`src/rtl/mem_arbiter_if.sv`:
```
// Signal bundle between the IFU/LSU requesters, the arbiter and the memory port.
// The master modport is the arbiter's view; slave is the surrounding environment.
interface mem_arbiter_if #(
    parameter int ADDR_W = 32,
    parameter int DATA_W = 32
);
    logic                  ifu_req_valid;
    logic                  ifu_req_ready;
    logic [ADDR_W-1:0]     ifu_req_addr;
    logic                  ifu_resp_valid;
    logic                  ifu_resp_ready;
    logic [DATA_W-1:0]     ifu_resp_rdata;
    logic                  ifu_resp_err;

    logic                  lsu_req_valid;
    logic                  lsu_req_ready;
    logic [ADDR_W-1:0]     lsu_req_addr;
    logic                  lsu_req_wen;
    logic [DATA_W-1:0]     lsu_req_wdata;
    logic [DATA_W/8-1:0]   lsu_req_wmask;
    logic                  lsu_resp_valid;
    logic                  lsu_resp_ready;
    logic [DATA_W-1:0]     lsu_resp_rdata;
    logic                  lsu_resp_err;

    logic                  mem_req_valid;
    logic                  mem_req_ready;
    logic [ADDR_W-1:0]     mem_req_addr;
    logic                  mem_req_wen;
    logic [DATA_W-1:0]     mem_req_wdata;
    logic [DATA_W/8-1:0]   mem_req_wmask;
    logic                  mem_resp_valid;
    logic                  mem_resp_ready;
    logic [DATA_W-1:0]     mem_resp_rdata;
    logic                  mem_resp_err;

    modport master (
        input  ifu_req_valid, ifu_req_addr, ifu_resp_ready,
        output ifu_req_ready, ifu_resp_valid, ifu_resp_rdata, ifu_resp_err,
        input  lsu_req_valid, lsu_req_addr, lsu_req_wen, lsu_req_wdata, lsu_req_wmask,
        input  lsu_resp_ready,
        output lsu_req_ready, lsu_resp_valid, lsu_resp_rdata, lsu_resp_err,
        output mem_req_valid, mem_req_addr, mem_req_wen, mem_req_wdata, mem_req_wmask,
        output mem_resp_ready,
        input  mem_req_ready, mem_resp_valid, mem_resp_rdata, mem_resp_err
    );

    modport slave (
        output ifu_req_valid, ifu_req_addr, ifu_resp_ready,
        input  ifu_req_ready, ifu_resp_valid, ifu_resp_rdata, ifu_resp_err,
        output lsu_req_valid, lsu_req_addr, lsu_req_wen, lsu_req_wdata, lsu_req_wmask,
        output lsu_resp_ready,
        input  lsu_req_ready, lsu_resp_valid, lsu_resp_rdata, lsu_resp_err,
        input  mem_req_valid, mem_req_addr, mem_req_wen, mem_req_wdata, mem_req_wmask,
        input  mem_resp_ready,
        output mem_req_ready, mem_resp_valid, mem_resp_rdata, mem_resp_err
    );
endinterface

```
`src/rtl/mem_arbiter.sv`:
```
// Round-robin, single-outstanding arbiter sharing one memory port between IFU and LSU.
// The granted requester owns the port from request forward until its response completes.
module mem_arbiter #(
    parameter int ADDR_W = 32,
    parameter int DATA_W = 32
) (
    input logic           clk,
    input logic           rst,
    mem_arbiter_if.master bus
);
    localparam int MASK_W = DATA_W / 8;

    localparam logic [1:0] IDLE = 2'd0;
    localparam logic [1:0] REQ  = 2'd1;
    localparam logic [1:0] RESP = 2'd2;

    localparam logic IFU = 1'b0;
    localparam logic LSU = 1'b1;

    logic [1:0]        state_q, state_d;
    logic              owner_q, owner_d;
    logic              last_grant_q, last_grant_d;

    logic              any_req;
    logic              sel;
    logic              fwd;
    logic              in_resp;
    logic              lsu_fwd;
    logic              resp_ready;
    logic [ADDR_W-1:0] addr_sel;
    logic [DATA_W-1:0] wdata_sel;
    logic [MASK_W-1:0] wmask_sel;

    always_comb begin
        any_req = bus.ifu_req_valid | bus.lsu_req_valid;
        // In IDLE the grant is decided live; afterwards the latched owner keeps the port.
        if (state_q == IDLE) begin
            if (bus.ifu_req_valid && bus.lsu_req_valid) begin
                sel = ~last_grant_q;
            end else begin
                sel = bus.lsu_req_valid;
            end
        end else begin
            sel = owner_q;
        end
        fwd        = ((state_q == IDLE) && any_req) || (state_q == REQ);
        in_resp    = (state_q == RESP);
        lsu_fwd    = fwd && (sel == LSU);
        addr_sel   = (sel == LSU) ? bus.lsu_req_addr : bus.ifu_req_addr;
        wdata_sel  = lsu_fwd ? bus.lsu_req_wdata : '0;
        wmask_sel  = lsu_fwd ? bus.lsu_req_wmask : '0;
        resp_ready = in_resp && ((owner_q == LSU) ? bus.lsu_resp_ready : bus.ifu_resp_ready);
    end

    assign bus.mem_req_valid  = fwd;
    assign bus.mem_req_addr   = addr_sel;
    assign bus.mem_req_wen    = lsu_fwd && bus.lsu_req_wen;
    assign bus.mem_req_wdata  = wdata_sel;
    assign bus.mem_req_wmask  = wmask_sel;
    assign bus.ifu_req_ready  = fwd && (sel == IFU) && bus.mem_req_ready;
    assign bus.lsu_req_ready  = lsu_fwd && bus.mem_req_ready;

    assign bus.mem_resp_ready = resp_ready;
    assign bus.ifu_resp_valid = in_resp && (owner_q == IFU) && bus.mem_resp_valid;
    assign bus.ifu_resp_rdata = (in_resp && (owner_q == IFU)) ? bus.mem_resp_rdata : '0;
    assign bus.ifu_resp_err   = in_resp && (owner_q == IFU) && bus.mem_resp_err;
    assign bus.lsu_resp_valid = in_resp && (owner_q == LSU) && bus.mem_resp_valid;
    assign bus.lsu_resp_rdata = (in_resp && (owner_q == LSU)) ? bus.mem_resp_rdata : '0;
    assign bus.lsu_resp_err   = in_resp && (owner_q == LSU) && bus.mem_resp_err;

    always_comb begin
        state_d      = state_q;
        owner_d      = owner_q;
        last_grant_d = last_grant_q;
        case (state_q)
            IDLE: begin
                if (any_req) begin
                    owner_d = sel;
                    state_d = bus.mem_req_ready ? RESP : REQ;
                end
            end
            REQ: begin
                if (bus.mem_req_ready) begin
                    state_d = RESP;
                end
            end
            RESP: begin
                if (bus.mem_resp_valid && resp_ready) begin
                    state_d      = IDLE;
                    last_grant_d = owner_q;
                end
            end
            default: state_d = IDLE;
        endcase
    end

    always_ff @(posedge clk) begin
        if (rst) begin
            state_q      <= IDLE;
            owner_q      <= IFU;
            last_grant_q <= LSU;
        end else begin
            state_q      <= state_d;
            owner_q      <= owner_d;
            last_grant_q <= last_grant_d;
        end
    end
endmodule

```
`src/flat_wrapper.sv`:
```
// flat-port wrapper written by rule: the top's interface ports become plain ports
module mem_arbiter_flat 
#(
    parameter int ADDR_W = 32,
    parameter int DATA_W = 32
)
  (clk, rst, bus_ifu_req_valid, bus_ifu_req_addr, bus_ifu_resp_ready, bus_ifu_req_ready, bus_ifu_resp_valid, bus_ifu_resp_rdata, bus_ifu_resp_err, bus_lsu_req_valid, bus_lsu_req_addr, bus_lsu_req_wen, bus_lsu_req_wdata, bus_lsu_req_wmask, bus_lsu_resp_ready, bus_lsu_req_ready, bus_lsu_resp_valid, bus_lsu_resp_rdata, bus_lsu_resp_err, bus_mem_req_valid, bus_mem_req_addr, bus_mem_req_wen, bus_mem_req_wdata, bus_mem_req_wmask, bus_mem_resp_ready, bus_mem_req_ready, bus_mem_resp_valid, bus_mem_resp_rdata, bus_mem_resp_err);
  mem_arbiter_if #(.ADDR_W(ADDR_W), .DATA_W(DATA_W)) bus_i ();
  input logic clk;
  input logic rst;
  input wire logic [$bits(bus_i.ifu_req_valid)-1:0] bus_ifu_req_valid;
  input wire logic [$bits(bus_i.ifu_req_addr)-1:0] bus_ifu_req_addr;
  input wire logic [$bits(bus_i.ifu_resp_ready)-1:0] bus_ifu_resp_ready;
  output wire logic [$bits(bus_i.ifu_req_ready)-1:0] bus_ifu_req_ready;
  output wire logic [$bits(bus_i.ifu_resp_valid)-1:0] bus_ifu_resp_valid;
  output wire logic [$bits(bus_i.ifu_resp_rdata)-1:0] bus_ifu_resp_rdata;
  output wire logic [$bits(bus_i.ifu_resp_err)-1:0] bus_ifu_resp_err;
  input wire logic [$bits(bus_i.lsu_req_valid)-1:0] bus_lsu_req_valid;
  input wire logic [$bits(bus_i.lsu_req_addr)-1:0] bus_lsu_req_addr;
  input wire logic [$bits(bus_i.lsu_req_wen)-1:0] bus_lsu_req_wen;
  input wire logic [$bits(bus_i.lsu_req_wdata)-1:0] bus_lsu_req_wdata;
  input wire logic [$bits(bus_i.lsu_req_wmask)-1:0] bus_lsu_req_wmask;
  input wire logic [$bits(bus_i.lsu_resp_ready)-1:0] bus_lsu_resp_ready;
  output wire logic [$bits(bus_i.lsu_req_ready)-1:0] bus_lsu_req_ready;
  output wire logic [$bits(bus_i.lsu_resp_valid)-1:0] bus_lsu_resp_valid;
  output wire logic [$bits(bus_i.lsu_resp_rdata)-1:0] bus_lsu_resp_rdata;
  output wire logic [$bits(bus_i.lsu_resp_err)-1:0] bus_lsu_resp_err;
  output wire logic [$bits(bus_i.mem_req_valid)-1:0] bus_mem_req_valid;
  output wire logic [$bits(bus_i.mem_req_addr)-1:0] bus_mem_req_addr;
  output wire logic [$bits(bus_i.mem_req_wen)-1:0] bus_mem_req_wen;
  output wire logic [$bits(bus_i.mem_req_wdata)-1:0] bus_mem_req_wdata;
  output wire logic [$bits(bus_i.mem_req_wmask)-1:0] bus_mem_req_wmask;
  output wire logic [$bits(bus_i.mem_resp_ready)-1:0] bus_mem_resp_ready;
  input wire logic [$bits(bus_i.mem_req_ready)-1:0] bus_mem_req_ready;
  input wire logic [$bits(bus_i.mem_resp_valid)-1:0] bus_mem_resp_valid;
  input wire logic [$bits(bus_i.mem_resp_rdata)-1:0] bus_mem_resp_rdata;
  input wire logic [$bits(bus_i.mem_resp_err)-1:0] bus_mem_resp_err;
  assign bus_i.ifu_req_valid = bus_ifu_req_valid;
  assign bus_i.ifu_req_addr = bus_ifu_req_addr;
  assign bus_i.ifu_resp_ready = bus_ifu_resp_ready;
  assign bus_ifu_req_ready = bus_i.ifu_req_ready;
  assign bus_ifu_resp_valid = bus_i.ifu_resp_valid;
  assign bus_ifu_resp_rdata = bus_i.ifu_resp_rdata;
  assign bus_ifu_resp_err = bus_i.ifu_resp_err;
  assign bus_i.lsu_req_valid = bus_lsu_req_valid;
  assign bus_i.lsu_req_addr = bus_lsu_req_addr;
  assign bus_i.lsu_req_wen = bus_lsu_req_wen;
  assign bus_i.lsu_req_wdata = bus_lsu_req_wdata;
  assign bus_i.lsu_req_wmask = bus_lsu_req_wmask;
  assign bus_i.lsu_resp_ready = bus_lsu_resp_ready;
  assign bus_lsu_req_ready = bus_i.lsu_req_ready;
  assign bus_lsu_resp_valid = bus_i.lsu_resp_valid;
  assign bus_lsu_resp_rdata = bus_i.lsu_resp_rdata;
  assign bus_lsu_resp_err = bus_i.lsu_resp_err;
  assign bus_mem_req_valid = bus_i.mem_req_valid;
  assign bus_mem_req_addr = bus_i.mem_req_addr;
  assign bus_mem_req_wen = bus_i.mem_req_wen;
  assign bus_mem_req_wdata = bus_i.mem_req_wdata;
  assign bus_mem_req_wmask = bus_i.mem_req_wmask;
  assign bus_mem_resp_ready = bus_i.mem_resp_ready;
  assign bus_i.mem_req_ready = bus_mem_req_ready;
  assign bus_i.mem_resp_valid = bus_mem_resp_valid;
  assign bus_i.mem_resp_rdata = bus_mem_resp_rdata;
  assign bus_i.mem_resp_err = bus_mem_resp_err;
  mem_arbiter #(.ADDR_W(ADDR_W), .DATA_W(DATA_W)) u_core (.clk(clk), .rst(rst), .bus(bus_i));
endmodule
```
`config.mk`:
```
export PLATFORM = sky130hd
export DESIGN_NAME = mem_arbiter_flat
export DESIGN_NICKNAME = d
export VERILOG_FILES = /design/src/rtl/mem_arbiter_if.sv /design/src/rtl/mem_arbiter.sv /design/src/flat_wrapper.sv
export SDC_FILE = /design/constraint.sdc
export NUM_CORES = 1
export LEC_CHECK = 0
export CAP_MARGIN = 20
export CORE_AREA = 4 4 108 110
export CTS_BUF_LIST = sky130_fd_sc_hd__clkbuf_4
export DETAILED_ROUTE_END_ITERATION = 16
export DIE_AREA = 0 0 112 114
export MAX_ROUTING_LAYER = met4
export PLACE_DENSITY = 0.6
export SYNTH_ARGS = -nofsm -noshare
export SYNTH_HDL_FRONTEND = slang
export SYNTH_SLANG_ARGS = --single-unit
export TNS_END_PERCENT = 20
```
`constraint.sdc`:
```
create_clock -name clk -period 1.55 [get_ports clk]
set_clock_uncertainty 0.1 [all_clocks]
set_input_delay 0.155 -clock clk [delete_from_list [all_inputs] [get_ports clk]]
set_output_delay 0.155 -clock clk [all_outputs]
set_load 0.01 [all_outputs]
```
==> results of run 1 <==
metrics by stage:
stage / setup slack, ns / utilization, %
after floorplan: -0.03867 / -
after global placement: -0.7856 / 43.17
after detailed placement: -0.8111 / 43.17
after CTS: -0.5362 / 46.01
after global routing: -0.5567 / 46.77
final: -0.4933 / 46.77
state kept, by name, indices dropped and copies added, names as in the netlist:
| register | count |
|---|---|
| u_core.last_grant_q | 1 |
| u_core.state_q | 2 |
| u_core.owner_q | 1 |
repair_timing:
item	CTS	global route
cloned	12	0
setup endpoints to repair	142	143
resized for setup	656	50
pin swaps	15	9
buffers inserted	18	3
metal layers:
metal / GRT usage (%) / up-vias / routed length [um]
li1: - / 1255 / -
met1: 19.11 / 1172 / 4483
met2: 31.69 / 164 / 6061
met3: 3.501 / 2 / 864
met4: 1.763 / 0 / 13
met5: - / - / 0
synth_stat cells, types with 2 or more instances:
cell / n
and2_1: 68
buf_2: 2
buf_6: 3
clkbuf_1: 12
dfxtp_1: 4
inv_1: 2
mux2_1: 29
mux2_2: 3
mux2i_1: 3
nand2b_1: 2
nor2_1: 5
nor3_1: 2
nor3b_1: 39
tightest hold or removal path, delay by kind of cell:
kind	cells	cell delay, ns
buf+inv	2	0.40
compound gates	2	0.16
report_power, final:
group | internal (uW) | switching [uW] | leakage (uW)
clock network | 86.6 | 41.7 | 0.0000138
logic | 1150 | 670 | 0.00235
registers | 113 | 10.9 | 0.0000339
cell families (layout without fill, tap and decap cells):
logic type,Yosys count,in the layout
simple gates,120,120
mux,36,36
buf+inv,19,332
compound gates,4,4
flops,4,4
other cells,0,2
worst paths after layout:
kind                                    start                               end  slack (ns)  cells past startpoint
max            u_core.state_q[0]$_SDFFE_PP0P_              bus_mem_req_addr[24]       -0.49                      6
min                         bus_ifu_req_valid       u_core.owner_q$_SDFFE_PP0P_        0.43                      4
max reg2reg       u_core.owner_q$_SDFFE_PP0P_    u_core.state_q[1]$_SDFFE_PP0P_        0.02                      6
min reg2reg  u_core.last_grant_q$_SDFFE_PP1P_  u_core.last_grant_q$_SDFFE_PP1P_        0.45                      2
final cells by class:
type	instances	area (um2)	share of cell area (%)
diodes	2	5.005	0.1000
multi-input cells	160	1613	32.23
clock buffers	3	22.52	0.4501
inverters	2	7.507	0.1500
repair buffers	327	3093	61.82
flip-flops and latches	4	87.58	1.750
well taps	140	175.2	3.501
==> impl_metrics.xml, run 1 <==
<?xml version="1.0" encoding="UTF-8"?>
<metrics>
  <group name="clocking">
    <metric name="clock_sink_count" unit="">4</metric>
    <metric name="cts_tree" unit="">yes</metric>
    <metric name="tritoncts.num_buffers" unit="">3</metric>
    <metric name="cts-htree-levels" unit="">1</metric>
    <metric name="cts_root_buffer" unit="">clkbuf_4</metric>
    <metric name="clkTransAtPathRegs" unit="ns">0.04</metric>
    <metric name="clkLatencyLatePin" unit="ns">0.23</metric>
    <metric name="cts.path.max_buffers" unit="">2</metric>
    <metric name="cts_hold_buffers" unit="">0</metric>
  </group>
  <group name="power">
    <metric name="design_power_total" unit="uW">2067</metric>
    <metric name="leakagePower" unit="uW">0.002398</metric>
    <metric name="peakVddDrop" unit="V">0.0002156</metric>
    <metric name="pwr_dens" unit="nW/um2">413.1</metric>
  </group>
  <group name="synthesis">
    <metric name="synth.mux.area_fraction" unit="%">29.41</metric>
    <metric name="yosys-top-cells-area" unit="">and2_1 30%, mux2_1 23%, nor3b_1 21%</metric>
    <metric name="synth_compound_area_share" unit="%">2.317</metric>
    <metric name="simple_gate_fraction_of_synth_area" unit="%">55.70</metric>
    <metric name="post_synth_instance_area" unit="um2">1404</metric>
    <metric name="synth.yosys.seq_area_share" unit="%">5.704</metric>
    <metric name="synthesis.nets" unit="">325</metric>
    <metric name="yosysWarningCount" unit="">0</metric>
    <metric name="synth_top_flop_cell" unit="">dfxtp_1</metric>
    <metric name="netlist_instances" unit="">183</metric>
    <metric name="average_instance_area_after_synthesis" unit="um2">7.671</metric>
    <metric name="number_of_flops_mapped_to_enable_cells_by_yosys" unit="">0</metric>
    <metric name="ys_ff_latch" unit="">4</metric>
    <metric name="synth_top_cell_area_share" unit="%">30.30</metric>
    <metric name="synth_top_family_by_area" unit="">simple AND/OR/NAND/NOR gates</metric>
    <metric name="synth_xor_xnor_area_share" unit="%">0</metric>
    <metric name="synth-adder-area-share" unit="%">0</metric>
    <metric name="synth-async-reset-ratio" unit="%">0</metric>
    <metric name="yosysTopAreaCell" unit="">and2_1</metric>
    <metric name="synth.lib_cells_used.distinct" unit="">22</metric>
  </group>
  <group name="placed_design">
    <metric name="placed_cells" unit="">605</metric>
    <metric name="detailed_place.area" unit="um2">4618</metric>
    <metric name="numPortBuffers" unit="">282</metric>
    <metric name="gp_congestion" unit="">0.8961</metric>
    <metric name="dp_hpwl" unit="um">8183</metric>
  </group>
  <group name="outcome">
    <metric name="violations" unit="">setup timing</metric>
    <metric name="run_status" unit="">complete, but fails checks</metric>
  </group>
  <group name="critical_path">
    <metric name="cp.arrival" unit="ns">1.79</metric>
    <metric name="max_fo_critical_path" unit="">8</metric>
    <metric name="critical_path.top_delay_family" unit="">multiplexers</metric>
    <metric name="cp_cell_sequence" unit="">nor2_4 &gt; mux2i_4 &gt; buf_6 &gt; buf_16 &gt; mux2_4 &gt; buf_6</metric>
    <metric name="worstSetupEndpointType" unit="">output port</metric>
    <metric name="critPathKind" unit="">reg -&gt; out</metric>
    <metric name="cp_data_required_time" unit="ns">1.29</metric>
    <metric name="cpMaxStageDelayCell" unit="">dfxtp_2</metric>
    <metric name="slowest_delay" unit="ns">0.33</metric>
    <metric name="cp.buffers_inverters" unit="">3</metric>
    <metric name="critPathMostFrequentCell" unit="">buf_6</metric>
    <metric name="worst_setup_path_start_kind" unit="">flip-flop</metric>
  </group>
  <group name="sta">
    <metric name="finalHoldViolations" unit="">0</metric>
    <metric name="totalNegativeSetupSlack" unit="ns">-43.32</metric>
    <metric name="drv_slew" unit="">0</metric>
    <metric name="min_period_over_period" unit="%">131.8</metric>
    <metric name="clock.fmax" unit="MHz">489.4</metric>
    <metric name="finalSetupViolations" unit="">140</metric>
    <metric name="tightest_slew" unit="ns">0.4331</metric>
    <metric name="period_minus_slack" unit="ns">2.043</metric>
    <metric name="rsz0062_at_grt" unit="">yes</metric>
    <metric name="finalHoldWorstSlack" unit="ns">0.4308</metric>
    <metric name="max-slew-margin-rel" unit="%">71.12</metric>
    <metric name="final_critical_path_setup_slack" unit="ns">-0.4933</metric>
  </group>
  <group name="grt">
    <metric name="grt_max_degree" unit="">39</metric>
    <metric name="overflow" unit="">0</metric>
    <metric name="first_pass_grt_wire_length" unit="um">16360</metric>
    <metric name="groute.usage.overall" unit="%">16.88</metric>
    <metric name="first_global_vias" unit="">2843</metric>
    <metric name="antenna_found_initial" unit="">2</metric>
  </group>
  <group name="cells_and_area">
    <metric name="commonest_non_fill_non_tap_cells_in_the_layout" unit="">139 x clkdlybuf4s50_1, 89 x buf_2, 61 x and2_1, 55 x buf_6, 37 x nor3b_2</metric>
    <metric name="final_common_cell" unit="">clkdlybuf4s50_1</metric>
    <metric name="final_nets" unit="">640</metric>
    <metric name="stdcell_count" unit="">638</metric>
    <metric name="postLayoutCellArea" unit="um2">5004</metric>
    <metric name="filler_cell_count" unit="">1035</metric>
    <metric name="drive_above_1_share" unit="%">56.25</metric>
    <metric name="synthToLayoutAreaGrowth" unit="%">256.4</metric>
  </group>
  <group name="drt">
    <metric name="firstDrtPassIters" unit="">4</metric>
    <metric name="wire_per_inst" unit="um">17.91</metric>
    <metric name="route.final.wire_length" unit="um">11420</metric>
    <metric name="postRouteAntennaNets" unit="">0</metric>
    <metric name="num_vias" unit="">2593</metric>
    <metric name="via_per_inst" unit="">4.064</metric>
    <metric name="detail_route.iter0.violations" unit="">82</metric>
    <metric name="drc_errors" unit="">0</metric>
  </group>
  <group name="hold_path">
    <metric name="worstHoldPathType" unit="">in -&gt; reg</metric>
  </group>
  <group name="floorplan">
    <metric name="start_util" unit="%">13.12</metric>
    <metric name="fp.coreArea" unit="um2">10700</metric>
    <metric name="ios" unit="">283</metric>
    <metric name="rows" unit="">38</metric>
    <metric name="die_h" unit="um">114</metric>
    <metric name="die_area" unit="um2">12770</metric>
    <metric name="horizontal_die_dimension" unit="um">112</metric>
  </group>
  <group name="run">
    <metric name="maxCapViolations" unit="">0</metric>
  </group>
</metrics>
(Power assumes the default switching activity.)
==> run 2, diff against run 1 <==
--- a/config.mk
+++ b/config.mk
@@ -15,4 +15,4 @@
 export SYNTH_ARGS = -nofsm -noshare
 export SYNTH_HDL_FRONTEND = slang
 export SYNTH_SLANG_ARGS = --single-unit
-export TNS_END_PERCENT = 20
+export TNS_END_PERCENT = 10
==> impl_metrics.xml, run 2 (synthesis results as in run 1) <==
<?xml version="1.0" encoding="UTF-8"?>
<metrics>
  <group name="outcome">
    <metric name="run_status" unit="">complete, but fails checks</metric>
    <metric name="violations" unit="">setup timing</metric>
  </group>
  <group name="grt">
    <metric name="antenna_found_initial" unit="">2</metric>
    <metric name="first_pass_grt_wire_length" unit="um">16360</metric>
    <metric name="groute.usage.overall" unit="%">16.88</metric>
    <metric name="use_met3" unit="%">3.501</metric>
    <metric name="first_global_vias" unit="">2843</metric>
    <metric name="globalRouteMet2Util" unit="%">31.69</metric>
    <metric name="grt_max_degree" unit="">39</metric>
    <metric name="met1_usage" unit="%">19.11</metric>
    <metric name="overflow" unit="">0</metric>
    <metric name="top_usage_layer" unit="">met2</metric>
  </group>
  <group name="cells_and_area">
    <metric name="drive_above_1_share" unit="%">55.65</metric>
    <metric name="layout.area.seq" unit="um2">86.33</metric>
    <metric name="commonest_non_fill_non_tap_cells_in_the_layout" unit="">140 x clkdlybuf4s50_1, 89 x buf_2, 61 x and2_1, 56 x buf_6, 37 x nor3b_2</metric>
    <metric name="final_common_cell" unit="">clkdlybuf4s50_1</metric>
    <metric name="multiInputGateArea" unit="um2">1609</metric>
    <metric name="synthToLayoutAreaGrowth" unit="%">257.2</metric>
    <metric name="post-route-util" unit="%">46.88</metric>
    <metric name="max_flop_register" unit="">u_core.state_q</metric>
    <metric name="reg.largest.list" unit="">u_core.state_q x2, u_core.last_grant_q x1, u_core.owner_q x1</metric>
    <metric name="final_nets" unit="">640</metric>
    <metric name="largest_register_ffs" unit="">2</metric>
    <metric name="filler_cell_count" unit="">1040</metric>
  </group>
  <group name="critical_path">
    <metric name="cp.arrival" unit="ns">1.80</metric>
    <metric name="critPathKind" unit="">reg -&gt; out</metric>
    <metric name="max_fo_critical_path" unit="">8</metric>
    <metric name="setup.worst_path.start" unit="">u_core.state_q[0]$_SDFFE_PP0P_</metric>
    <metric name="worstSetupEndpointType" unit="">output port</metric>
    <metric name="cp_data_required_time" unit="ns">1.29</metric>
    <metric name="worst_setup_path_start_kind" unit="">flip-flop</metric>
    <metric name="rr_startpoint" unit="">u_core.owner_q$_SDFFE_PP0P_</metric>
  </group>
  <group name="clocking">
    <metric name="clock_sink_count" unit="">4</metric>
    <metric name="cts_tree" unit="">yes</metric>
    <metric name="tritoncts.num_buffers" unit="">3</metric>
    <metric name="cts.path.max_buffers" unit="">2</metric>
    <metric name="clkTransAtPathRegs" unit="ns">0.04</metric>
    <metric name="cts-htree-levels" unit="">1</metric>
    <metric name="cts_root_buffer" unit="">clkbuf_4</metric>
    <metric name="clkLatencyLatePin" unit="ns">0.23</metric>
  </group>
  <group name="run">
    <metric name="maxCapViolations" unit="">0</metric>
  </group>
  <group name="sta">
    <metric name="max-slew-margin-rel" unit="%">71.12</metric>
    <metric name="finalSetupViolations" unit="">143</metric>
    <metric name="final_critical_path_setup_slack" unit="ns">-0.5061</metric>
    <metric name="min_period_over_period" unit="%">132.7</metric>
    <metric name="drv_slew" unit="">0</metric>
    <metric name="rsz0062_at_grt" unit="">yes</metric>
    <metric name="period_minus_slack" unit="ns">2.056</metric>
    <metric name="finalHoldViolations" unit="">0</metric>
    <metric name="tightest_slew" unit="ns">0.4333</metric>
    <metric name="clock.fmax" unit="MHz">486.4</metric>
  </group>
  <group name="floorplan">
    <metric name="die_area" unit="um2">12770</metric>
    <metric name="rows" unit="">38</metric>
    <metric name="start_util" unit="%">13.12</metric>
    <metric name="fp.coreArea" unit="um2">10700</metric>
    <metric name="die_h" unit="um">114</metric>
    <metric name="horizontal_die_dimension" unit="um">112</metric>
    <metric name="ios" unit="">283</metric>
  </group>
  <group name="power">
    <metric name="net-switching-power" unit="uW">724.7</metric>
    <metric name="p_int" unit="uW">1351</metric>
    <metric name="pwr_dens" unit="nW/um2">413.9</metric>
    <metric name="swShare" unit="%">34.91</metric>
    <metric name="peakVddDrop" unit="V">0.0002175</metric>
    <metric name="clock_power_share" unit="%">6.2</metric>
    <metric name="combinational_power_share" unit="%">87.9</metric>
    <metric name="power.share.sequential" unit="%">5.9</metric>
    <metric name="leakagePower" unit="uW">0.002399</metric>
    <metric name="design_power_total" unit="uW">2076</metric>
  </group>
  <group name="placed_design">
    <metric name="gp_congestion" unit="">0.8961</metric>
    <metric name="dp_hpwl" unit="um">8183</metric>
    <metric name="numPortBuffers" unit="">282</metric>
    <metric name="pre_cts_ws" unit="ns">-0.8111</metric>
  </group>
  <group name="drt">
    <metric name="route.final.wire_length" unit="um">11450</metric>
    <metric name="drc_errors" unit="">0</metric>
    <metric name="num_vias" unit="">2600</metric>
    <metric name="via_per_inst" unit="">4.075</metric>
    <metric name="wire_per_inst" unit="um">17.95</metric>
    <metric name="postRouteAntennaNets" unit="">0</metric>
    <metric name="firstDrtPassIters" unit="">4</metric>
    <metric name="detail_route.iter0.violations" unit="">73</metric>
  </group>
  <group name="hold_path">
    <metric name="worstHoldPathType" unit="">in -&gt; reg</metric>
    <metric name="hold_path.startpoint" unit="">bus_ifu_req_valid</metric>
  </group>
</metrics>
-- run 2: path summary, 6_finish.rpt --
| kind | to | slack, ns | cells after the start |
|---|---|---|---|
| worst max-delay path | bus_mem_req_addr[24] | -0.51 | 6 |
| worst min-delay path | u_core.owner_q$_SDFFE_PP0P_ | 0.44 | 4 |
| worst min register to register | u_core.last_grant_q$_SDFFE_PP1P_ | 0.45 | 2 |
| worst max register to register | u_core.state_q[1]$_SDFFE_PP0P_ | -0.08 | 6 |
-- run 2: repair_timing --
item	CTS	global route
buffers inserted	18	2
resized for setup	656	44
hold buffers	0	0
pin swaps	15	9
cloned	12	0
setup endpoints to repair	142	143
endpoints found under the hold margin	0	0
-- run 2: per-stage QoR --
stage / TNS (ns) / hold WS, ns / std cells / instance area (um2)
3_5_place_dp: -86.33 / 0.4574 / 605 / 4618
6_report: -44.74 / 0.4395 / 638 / 5015
3_3_place_gp: -85.71 / 0.4498 / 605 / 4618
4_1_cts: -49.58 / 0.4356 / 636 / 4922
5_1_grt: -54.38 / 0.4786 / 638 / 5015
2_1_floorplan: -1.242 / 0.1241 / 183 / 1519
-- run 2: final cells by class --
cell class,instances,area share (%)
diodes,2,0.09980
clock buffers,3,0.4491
inverters,2,0.1497
multi-input cells,160,32.09
flip-flops and latches,4,1.722
well taps,140,3.493
repair buffers,327,62.00
-- run 2: routing by layer --
layer,up-vias,part of all wire [%]
met3,0,7.6
met1,1179,39
met5,-,0
met4,0,0
li1,1257,-
met2,164,53
-- run 2: critical path, cell delays in order, from the launching register on --
cell     delay, ns
dfxtp_2       0.33
nor2_4        0.15
mux2i_4       0.34
buf_6         0.18
buf_16        0.14
mux2_4        0.31
buf_6         0.12
-- run 2: power groups by stage --
| stage | sequential, uW | combinational (uW) | clock [uW] |
|---|---|---|---|
| CTS | 124 | 1820 | 131 |
| finish | 123 | 1820 | 128 |
| floorplan | 125 | 575 | 0 |
| global placement | 124 | 1520 | 0 |
| detailed placement | 124 | 1530 | 0 |
| global route | 124 | 1920 | 141 |
==> run 3, diff against run 2 <==
--- a/config.mk
+++ b/config.mk
@@ -6,12 +6,13 @@
 export NUM_CORES = 1
 export LEC_CHECK = 0
 export CAP_MARGIN = 20
-export CORE_AREA = 4 4 108 110
+export CORE_AREA = 2 2 109 111
 export CTS_BUF_LIST = sky130_fd_sc_hd__clkbuf_4
 export DETAILED_ROUTE_END_ITERATION = 16
-export DIE_AREA = 0 0 112 114
+export DIE_AREA = 0 0 111 113
 export MAX_ROUTING_LAYER = met4
-export PLACE_DENSITY = 0.6
+export PLACE_DENSITY = 0.57
+export SKIP_CTS_REPAIR_TIMING = 1
 export SYNTH_ARGS = -nofsm -noshare
 export SYNTH_HDL_FRONTEND = slang
 export SYNTH_SLANG_ARGS = --single-unit
==> impl_metrics.xml, run 3 (synthesis results as in run 1) <==
<?xml version="1.0" encoding="UTF-8"?>
<metrics>
  <group name="power">
    <metric name="peakVddDrop" unit="V">0.0001849</metric>
    <metric name="pwr_dens" unit="nW/um2">402.6</metric>
    <metric name="design_power_total" unit="uW">1931</metric>
    <metric name="leakagePower" unit="uW">0.002381</metric>
  </group>
  <group name="critical_path">
    <metric name="cp_cell_sequence" unit="">nor2_4 &gt; mux2i_4 &gt; buf_12 &gt; buf_12 &gt; mux2_4 &gt; dlymetal6s2s_1</metric>
    <metric name="critPathMostFrequentCell" unit="">buf_12</metric>
    <metric name="slowest_delay" unit="ns">0.36</metric>
    <metric name="critical_path.top_delay_family" unit="">multiplexers</metric>
    <metric name="worst_setup_path_start_kind" unit="">flip-flop</metric>
    <metric name="max_fo_critical_path" unit="">16</metric>
    <metric name="cpMaxStageDelayCell" unit="">dfxtp_4</metric>
    <metric name="critPathKind" unit="">reg -&gt; out</metric>
    <metric name="cp.arrival" unit="ns">1.79</metric>
    <metric name="cp.buffers_inverters" unit="">3</metric>
    <metric name="cp_data_required_time" unit="ns">1.29</metric>
    <metric name="worstSetupEndpointType" unit="">output port</metric>
  </group>
  <group name="placed_design">
    <metric name="placed_cells" unit="">611</metric>
    <metric name="numPortBuffers" unit="">282</metric>
    <metric name="pre_cts_ws" unit="ns">-0.8058</metric>
    <metric name="gp_congestion" unit="">0.8213</metric>
    <metric name="dp_hpwl" unit="um">8789</metric>
  </group>
  <group name="sta">
    <metric name="rsz0062_at_grt" unit="">yes</metric>
    <metric name="tightest_slew" unit="ns">0.3568</metric>
    <metric name="clock.fmax" unit="MHz">489.4</metric>
    <metric name="max-slew-margin-rel" unit="%">76.21</metric>
    <metric name="finalHoldWorstSlack" unit="ns">0.2537</metric>
    <metric name="period_minus_slack" unit="ns">2.043</metric>
    <metric name="min_period_over_period" unit="%">131.8</metric>
    <metric name="drv_slew" unit="">0</metric>
    <metric name="finalSetupViolations" unit="">140</metric>
    <metric name="final_critical_path_setup_slack" unit="ns">-0.4932</metric>
    <metric name="finalHoldViolations" unit="">0</metric>
  </group>
  <group name="floorplan">
    <metric name="ios" unit="">283</metric>
    <metric name="die_area" unit="um2">12540</metric>
    <metric name="rows" unit="">39</metric>
    <metric name="horizontal_die_dimension" unit="um">111</metric>
    <metric name="fp.coreArea" unit="um2">11270</metric>
    <metric name="start_util" unit="%">12.45</metric>
    <metric name="die_h" unit="um">113</metric>
  </group>
  <group name="drt">
    <metric name="wire_per_inst" unit="um">18.70</metric>
    <metric name="drc_errors" unit="">0</metric>
    <metric name="num_vias" unit="">2658</metric>
    <metric name="detail_route.iter0.violations" unit="">57</metric>
    <metric name="via_per_inst" unit="">4.134</metric>
    <metric name="route.final.wire_length" unit="um">12020</metric>
    <metric name="postRouteAntennaNets" unit="">0</metric>
    <metric name="firstDrtPassIters" unit="">6</metric>
  </group>
  <group name="cells_and_area">
    <metric name="final_nets" unit="">644</metric>
    <metric name="reg.largest.list" unit="">u_core.state_q x2, u_core.last_grant_q x1, u_core.owner_q x1</metric>
    <metric name="max_flop_register" unit="">u_core.state_q</metric>
    <metric name="commonest_non_fill_non_tap_cells_in_the_layout" unit="">139 x clkdlybuf4s50_1, 65 x buf_2, 48 x clkbuf_2, 45 x and2_1, 38 x buf_6</metric>
    <metric name="drive_above_1_share" unit="%">56.00</metric>
    <metric name="final_common_cell" unit="">clkdlybuf4s50_1</metric>
    <metric name="antenna-diode-count" unit="">0</metric>
    <metric name="stdcell_count" unit="">643</metric>
    <metric name="largest_register_ffs" unit="">2</metric>
    <metric name="synthToLayoutAreaGrowth" unit="%">241.7</metric>
  </group>
  <group name="grt">
    <metric name="overflow" unit="">0</metric>
    <metric name="first_pass_grt_wire_length" unit="um">15410</metric>
    <metric name="grt_max_degree" unit="">35</metric>
    <metric name="first_global_vias" unit="">2643</metric>
    <metric name="groute.usage.overall" unit="%">16.00</metric>
    <metric name="antenna_found_initial" unit="">0</metric>
  </group>
  <group name="clocking">
    <metric name="tritoncts.num_buffers" unit="">3</metric>
    <metric name="cts.path.max_buffers" unit="">2</metric>
    <metric name="cts_tree" unit="">yes</metric>
    <metric name="clkTransAtPathRegs" unit="ns">0.04</metric>
    <metric name="cts_root_buffer" unit="">clkbuf_4</metric>
    <metric name="clock_sink_count" unit="">4</metric>
    <metric name="clkLatencyLatePin" unit="ns">0.24</metric>
    <metric name="cts-htree-levels" unit="">1</metric>
  </group>
  <group name="outcome">
    <metric name="run_status" unit="">complete, but fails checks</metric>
    <metric name="violations" unit="">setup timing</metric>
  </group>
  <group name="run">
    <metric name="maxCapViolations" unit="">0</metric>
  </group>
  <group name="hold_path">
    <metric name="worstHoldPathType" unit="">in -&gt; reg</metric>
  </group>
</metrics>
[run 3: metrics by stage]
step                      setup TNS (ns)  utilization, %  cell area (um2)
final                             -40.46           42.56             4797
after global routing              -49.18           42.56             4797
after CTS                        -108.37           41.56             4684
after detailed placement          -89.29           41.36             4662
after global placement            -88.55           41.36             4662
after floorplan                   -1.242               -             1519
[run 3: layout make-up]
class | count | area, um2
Fill cell | 1149 | 6475
Timing Repair Buffer | 331 | 2940
Clock buffer | 3 | 22.52
Inverter | 2 | 7.507
Tap cell | 143 | 178.9
Sequential cell | 4 | 90.09
Multi-Input combinational cell | 160 | 1558
[run 3: final timing paths]
path / startpoint / to / slack [ns] / depth (start not counted)
worst max-delay path: u_core.state_q[1]$_SDFFE_PP0P_ / bus_mem_req_addr[21] / -0.49 / 6
worst min-delay path: bus_ifu_req_valid / u_core.owner_q$_SDFFE_PP0P_ / 0.25 / 4
worst max register to register: u_core.owner_q$_SDFFE_PP0P_ / u_core.last_grant_q$_SDFFE_PP1P_ / 0.15 / 5
worst min register to register: u_core.last_grant_q$_SDFFE_PP1P_ / u_core.last_grant_q$_SDFFE_PP1P_ / 0.44 / 2
[run 3: power by group]
group	switching, uW	internal, uW
clock network	43.1	86.6
logic	646	1030
registers	14.0	113
total	703	1230
[run 3: worst reg2reg max path, cell delays in order, from the launching register on]
cell and delay (ns):
dfxtp_4 0.36, buf_4 0.16, mux2i_2 0.15, buf_4 0.13
nor3b_2 0.23, mux2i_1 0.19
[run 3: metal layers]
layer	vias to the layer above	global-route usage (%)	routed length [um]
li1	1256	-	-
met1	1224	18.39	4764
met2	174	29.24	6238
met3	4	3.696	974
met4	0	2.000	46
met5	-	-	0
